File: src/rtl/tdm_demux16x16.sv
// Time-division demultiplexer: steers slot k of each framed 16-bit word stream
// to output word Qk. Slots 0..NSLOT-2 collect in a shadow bank; the last slot
// bypasses it so all NSLOT outputs update together on the completing edge.
//
// Ports:
//   CLK      system clock, rising edge
//   RST      asynchronous active-high reset
//   D        input word
//   DV       data valid; D accepted on any rising edge with DV=1
//   FS       frame start (qualified by DV); marks D as slot 0
//   Q0..Q15  registered output words; Q(NSLOT)..Q15 are held at 0
//   UPD      one-cycle strobe: Q0..Q15 updated on this edge
//   ERR      one-cycle strobe: a partial frame was aborted by an early FS
//   SYNC     level: aligned to a frame
module tdm_demux16x16 #(
  parameter int unsigned NSLOT = 16
) (
  input  logic        CLK,
  input  logic        RST,
  input  logic [15:0] D,
  input  logic        DV,
  input  logic        FS,
  output logic [15:0] Q0,
  output logic [15:0] Q1,
  output logic [15:0] Q2,
  output logic [15:0] Q3,
  output logic [15:0] Q4,
  output logic [15:0] Q5,
  output logic [15:0] Q6,
  output logic [15:0] Q7,
  output logic [15:0] Q8,
  output logic [15:0] Q9,
  output logic [15:0] Q10,
  output logic [15:0] Q11,
  output logic [15:0] Q12,
  output logic [15:0] Q13,
  output logic [15:0] Q14,
  output logic [15:0] Q15,
  output logic        UPD,
  output logic        ERR,
  output logic        SYNC
);

  localparam int unsigned NumSh = NSLOT - 1;
  localparam logic [3:0]  LastSlot = 4'(NSLOT - 1);

  logic [15:0] sh_q [NumSh];
  logic [15:0] sh_d [NumSh];
  logic [15:0] q_q  [16];
  logic [15:0] q_d  [16];
  logic [3:0]  sc_q, sc_d;
  logic        sync_q, sync_d;
  logic        upd_q, upd_d;
  logic        err_q, err_d;

  always_comb begin
    sh_d   = sh_q;
    q_d    = q_q;
    sc_d   = sc_q;
    sync_d = sync_q;
    upd_d  = 1'b0;
    err_d  = 1'b0;

    if (DV) begin
      if (FS) begin
        // FS while mid-frame discards the partial frame; Q keeps the last full one.
        if (sync_q && (sc_q != 4'd0)) begin
          err_d = 1'b1;
        end
        sh_d[0] = D;
        sc_d    = 4'd1;
        sync_d  = 1'b1;
      end else if (sync_q) begin
        if (sc_q == LastSlot) begin
          for (int k = 0; k < int'(NumSh); k++) begin
            q_d[k] = sh_q[k];
          end
          q_d[NSLOT-1] = D;
          upd_d        = 1'b1;
          sc_d         = 4'd0;
        end else begin
          // SC=0 without FS is still slot 0 (free-running alignment).
          for (int k = 0; k < int'(NumSh); k++) begin
            if (sc_q == 4'(k)) begin
              sh_d[k] = D;
            end
          end
          sc_d = sc_q + 4'd1;
        end
      end
    end
  end

  always_ff @(posedge CLK or posedge RST) begin
    if (RST) begin
      for (int k = 0; k < int'(NumSh); k++) begin
        sh_q[k] <= 16'h0000;
      end
      for (int k = 0; k < 16; k++) begin
        q_q[k] <= 16'h0000;
      end
      sc_q   <= 4'd0;
      sync_q <= 1'b0;
      upd_q  <= 1'b0;
      err_q  <= 1'b0;
    end else begin
      sh_q   <= sh_d;
      q_q    <= q_d;
      sc_q   <= sc_d;
      sync_q <= sync_d;
      upd_q  <= upd_d;
      err_q  <= err_d;
    end
  end

  assign Q0   = q_q[0];
  assign Q1   = q_q[1];
  assign Q2   = q_q[2];
  assign Q3   = q_q[3];
  assign Q4   = q_q[4];
  assign Q5   = q_q[5];
  assign Q6   = q_q[6];
  assign Q7   = q_q[7];
  assign Q8   = q_q[8];
  assign Q9   = q_q[9];
  assign Q10  = q_q[10];
  assign Q11  = q_q[11];
  assign Q12  = q_q[12];
  assign Q13  = q_q[13];
  assign Q14  = q_q[14];
  assign Q15  = q_q[15];
  assign UPD  = upd_q;
  assign ERR  = err_q;
  assign SYNC = sync_q;

endmodule

File: config.mk
export PLATFORM = sky130hd
export DESIGN_NAME = tdm_demux16x16
export DESIGN_NICKNAME = d
export VERILOG_FILES = /design/src/rtl/tdm_demux16x16.sv
export SDC_FILE = /design/constraint.sdc
export NUM_CORES = 1
export LEC_CHECK = 0
export CELL_PAD_IN_SITES_DETAIL_PLACEMENT = 0
export CELL_PAD_IN_SITES_GLOBAL_PLACEMENT = 2
export CORE_MARGIN = 5
export CORE_UTILIZATION = 42
export CTS_CLUSTER_SIZE = 25
export DETAILED_ROUTE_END_ITERATION = 8
export PLACE_DENSITY_LB_ADDON = 0.12
export SLEW_MARGIN = 20
export SYNTH_ARGS = -nofsm -noshare
export SYNTH_HDL_FRONTEND = slang
export SYNTH_SLANG_ARGS = --single-unit
export TNS_END_PERCENT = 50
File: constraint.sdc
create_clock -name CLK -period 26.6 [get_ports CLK]
set_clock_uncertainty 0.05 [all_clocks]
set_input_delay 3.99 -clock CLK [delete_from_list [all_inputs] [get_ports CLK]]
set_output_delay 3.99 -clock CLK [all_outputs]
set_load 0.02 [all_outputs]
======== After elaboration in Yosys (flattened, before gate mapping) ========
Cells that the tools add are included.
cells by class
  $add $sub $neg .......................... 1
  $mul .................................... 0
  divide/modulo/power cells ............... 0
  $lt $le $gt $ge ......................... 0
  eq/ne operators ......................... 16
  shifts and indexed selects .............. 0
  multiplexer cells ....................... 28
  bitwise logic cells ..................... 2
  reductions and logical operators ........ 23
operators by type and width
  operator               number
  $mux W240              2
  $mux W16               16
  $reduce_and A5 Y1      14
  $eq A4 B4 Y1 const B   8
  $eq A4 B3 Y1 const B   4
  $mux W4                3
  $eq A4 B2 Y1 const B   2
  $reduce_and A4 Y1      2
  $mux W1                7
  $add A4 B1 Y4 const B  1
  $eq A4 B1 Y1 const B   1
  $logic_not A4 Y1       1
  $reduce_and A2 Y1      2
  $reduce_bool A2 Y1     2
  $reduce_bool A4 Y1     1
  $ne A2 B2 Y1 const B   1
  $not A1 Y1             2
  $logic_and A1 B1 Y1    1
word-level totals
  flip-flop bits (word level) ............. 503
  latch bits .............................. 0
  bits in writable memories ............... 0
  bits in read-only memories .............. 0
  bits of input ports ..................... 20
  output and inout port bits .............. 259
  word-level logic and storage cells ...... 105
  memories kept ........................... 0

======== Logic depth before layout (Yosys ltp) ========
  word-level depth ........................ 5
  gate-level depth with buffers ........... 7
  mapped depth without buffers ............ 5

======== Worst setup path after synthesis ========
No wires, ideal clock.
  kind .................................... input -> register
  from .................................... input FS
  to ...................................... register sh_q[64] (netlist name)
  setup time .............................. 0.125 ns
  data arrival time ....................... 5.326 ns
  required time ........................... 26.425 ns
  setup slack ............................. 21.100 ns
  stages .................................. 5
  path buffers ............................ 2
  path through ............................ or3b_1 > buf_4 > nor3_4 > buf_6 > mux2_2
between the ends
  longest elaborated chain between the ends .. 2
RTL lines
  item                             line  source
  from (decl)                      22    input logic FS,
  $not A1 Y1 (no line)             --
  $reduce_and A5 Y1 (no line)      --
  to (signal, indexed assignment)  97    sh_q[k] <= 16'h0000;
  to (signal assigned)             107   sh_q <= sh_d;
  to (decl)                        47    logic [15:0] sh_q [NumSh];
Every way passes these cells.
A chain may end at the register's enable or synchronous reset.

======== Worst setup path in the final report ========
  from .................................... input DV
  to ...................................... register q_q, in the netlist Q2[1]
between the ends
  longest elaborated chain between the ends .. 1
RTL lines
  item                         line  source
  from (decl)                  21    input logic DV,
  $reduce_and A4 Y1 (no line)  --
  to (signal assigned)         108   q_q <= q_d;
  to (decl)                    49    logic [15:0] q_q [16];
Every way passes these cells.

==> results.md <==
- CP max stage cell: clkdlybuf4s50_1
- Seq/Total Area, Yosys: 66.5%
- Post-detailed-route count of antenna-violating nets: 0
- DR vias/cell: 5.05
- Synth warn: 0
- Nets: 1,433
- Num CTS Buffers: 53
- Clk Latency, worst-skew pair: 0.57 ns
- Worst-path clk slew: 0.06 ns
- Number of flops mapped to enable cells by yosys: 0
- Mux share of post-synthesis cell area: 29.5%
- Starting Density: 42.6%
- TritonCTS clock tree: yes
- TritonRoute pass-1 iters: 4
- Clock tree root driver cell: clkbuf_16
- Post-cts sizing count: 0
- Post-CTS Hold Buffers: 0
- Synth-to-Final Area Change: 27.3%
- Deepest clock path buffer count: 3
- Synth Area in Adders: 0.264%
- Filler cells: 3,672
- Synthesized area: 0.0189 sq mm
- Synth Area in XOR/XNOR: 0%
- Slowest cell delay on critical path: 0.89 ns
- Slew headroom: 31.7%
- Netlist cell types: 32
- GRT overflow: 0
- LEAKAGE: 11.5 nW
- RSZ-0062 raised after global routing: no
- Post-Synth Simple-Gate Area: 1.49%
- Post-synthesis compound-gate area fraction: 0.297%
- Largest net degree at the start of global routing: 128
- WP data required: 27.01 ns
- # rows: 77
- First-pass GRT wire length: 69,900 microns
- Total Wirelength: 45,000 microns
- Layout Utilization: 54.2%
- Routability cong.: 0.740
- Most used cell, CP: buf_4
- Ports: 279
- Setup bufs post-CTS: 0
- Max_cap viols: 0
- Share of the synthesized area in the top cell type: 66.5%
- Antenna violations before repair: 0
- Most common cell in the netlist: dfrtp_1
- Chip height: 222 microns
- Post-Synthesis Mean Instance Area: 16.8 sq um
- Final worst path period share: 29.3%
- Top post-synthesis cells by area: dfrtp_1 66%, mux2_2 29%, buf_2 1.1%, mux2_1 0.59%, clkbuf_1 0.34%
- Htree depth: 2
- Syn_nets: 1,152
- Max FFs per register: 240
- Wirelength per Cell: 22.0 microns
- HP Class: register to register
- Fmax: 128 MHz
- Critical path arrival: 8.20 ns
- GRT Resource Usage Total: 18.2%
- Cells after synthesis: 1,128
- Largest area contributor in the netlist: dfrtp_1
- Clk sinks: 503
- CP Class: input port to register
- CORE AREA: 0.0444 sq mm
- Largest family of logic cells by synthesized area: multiplexers
- DP HPWL: 28,900 microns
- Final hold slack: 0.433 ns
- Tightest Pin Transition: 1.02 ns
- Ys async rst share: 100%
- CP Cell Sequence: clkdlybuf4s50_1 > nand4_1 > nor2_4 > buf_4 > buf_4 > mux2_2
- Number of synthesized register bits: 503
- Final min period: 7.79 ns
- Outcome: complete, no violations
- Post-route DRC: 0
- Crit end category: register
- Slew Viols, Final: 0
- Layout cell share with drive strength beyond 1: 41.4%
- Vias in the first global route: 11,100
- Die extent in x: 222 microns
- Via count: 10,300
- Initial DRC count: 439
- Design Power: 1.89 mW
- Startpoint class of the critical path: input port
- Setup WS post-layout: 18.81 ns
- Max VDD drop: 0.0622 mV
- Largest reg by FF count: sh_q
- Hold Fails Final Rpt: 0
- Die ar.: 0.0494 sq mm
- Final setup vio count: 0
- Worst-path fanout max: 68
- Power Dens Cells: 78.5 mW/mm^2
- Post-synth top cells: 503 x dfrtp_1, 486 x mux2_2, 41 x buf_2
- IO Port Bufs: 278
- Final antenna diode count: 0
- TNS Setup: 0 ns
- Dpl ws: 18.22 ns
- Top_reg_cell synth: dfrtp_1
-- stage by stage --
| stage | cells | instance area (sq um) |
|---|---|---|
| global route | 2042 | 24100 |
| global placement | 1946 | 22300 |
| CTS | 2042 | 24100 |
| floorplan | 1128 | 18900 |
| detailed placement | 1946 | 22300 |
| finish | 2042 | 24100 |
-- placed cells by master, fill, tap and decap left out, types with 3 or more instances in the layout --
master           instances
nand2_1                  6
mux2_1                  10
nand4_1                  4
bufinv_16                5
mux2_2                 486
clkbuf_16               55
clkinvlp_4               3
dfrtp_1                503
ha_1                     4
buf_4                   15
clkinv_2                 9
clkbuf_1                 9
nand3_1                  6
nor2_4                   4
clkbuf_8                13
nand2b_1                 3
inv_1                    4
a21oi_1                  3
clkdlybuf4s50_1        278
-- layout make-up --
class                   count  area [sq um]  area share (%)
clock inverters            19           238           0.987
well taps                 592           741            3.07
multi-input cells         552          6000            24.9
inverters                   5          26.3           0.109
clock buffers              77          1590            6.60
repair buffers            294          2910            12.1
flip-flops and latches    503         12600            52.2
-- kinds of logic (layout without fill, tap and decap cells) --
kind of cell / Yosys count / after routing
adders and majority gates: 4 / 4
and+or+nand+nor: 42 / 42
buffers and inverters: 73 / 395
DFF: 503 / 503
AOI/OAI and AO/OA: 10 / 10
muxes: 496 / 496
-- worst max-delay path: cells and delay by family --
family	cells	cell delay [ns]
multiplexers	1	0.42
AND/OR/NAND/NOR	2	1.11
buffers and inverters	3	2.48
-- report_power, final --
group,leakage (nW),internal (mW),switching (mW)
clock network,0.899,0.462,0.297
logic,3.74,0.109,0.0783
registers,6.82,0.885,0.0592
total,11.5,1.46,0.434
-- path summary, 6_finish.rpt --
check                                from  cells after the start  slack [ns]         to
worst max-delay path                   DV                      6       18.81      Q2[1]
worst min-delay path            sh_q[200]                      1        0.43  sh_q[200]
worst max register to register    sc_q[0]                      6       22.46      Q2[1]
worst min register to register  sh_q[200]                      1        0.43  sh_q[200]
max in group asynchronous             RST                      4       20.50    Q10[10]
min in group asynchronous             RST                      2        3.94  sh_q[167]
-- layer usage --
metal	wire length, microns	global-route usage [%]	vias to the layer above
li1	-	-	4552
met2	22000	30.1	192
met3	1710	3.81	54
met1	20400	25.1	5504
met5	0	0	-
met4	842	4.12	0
Power figures use the tool's default switching activity.
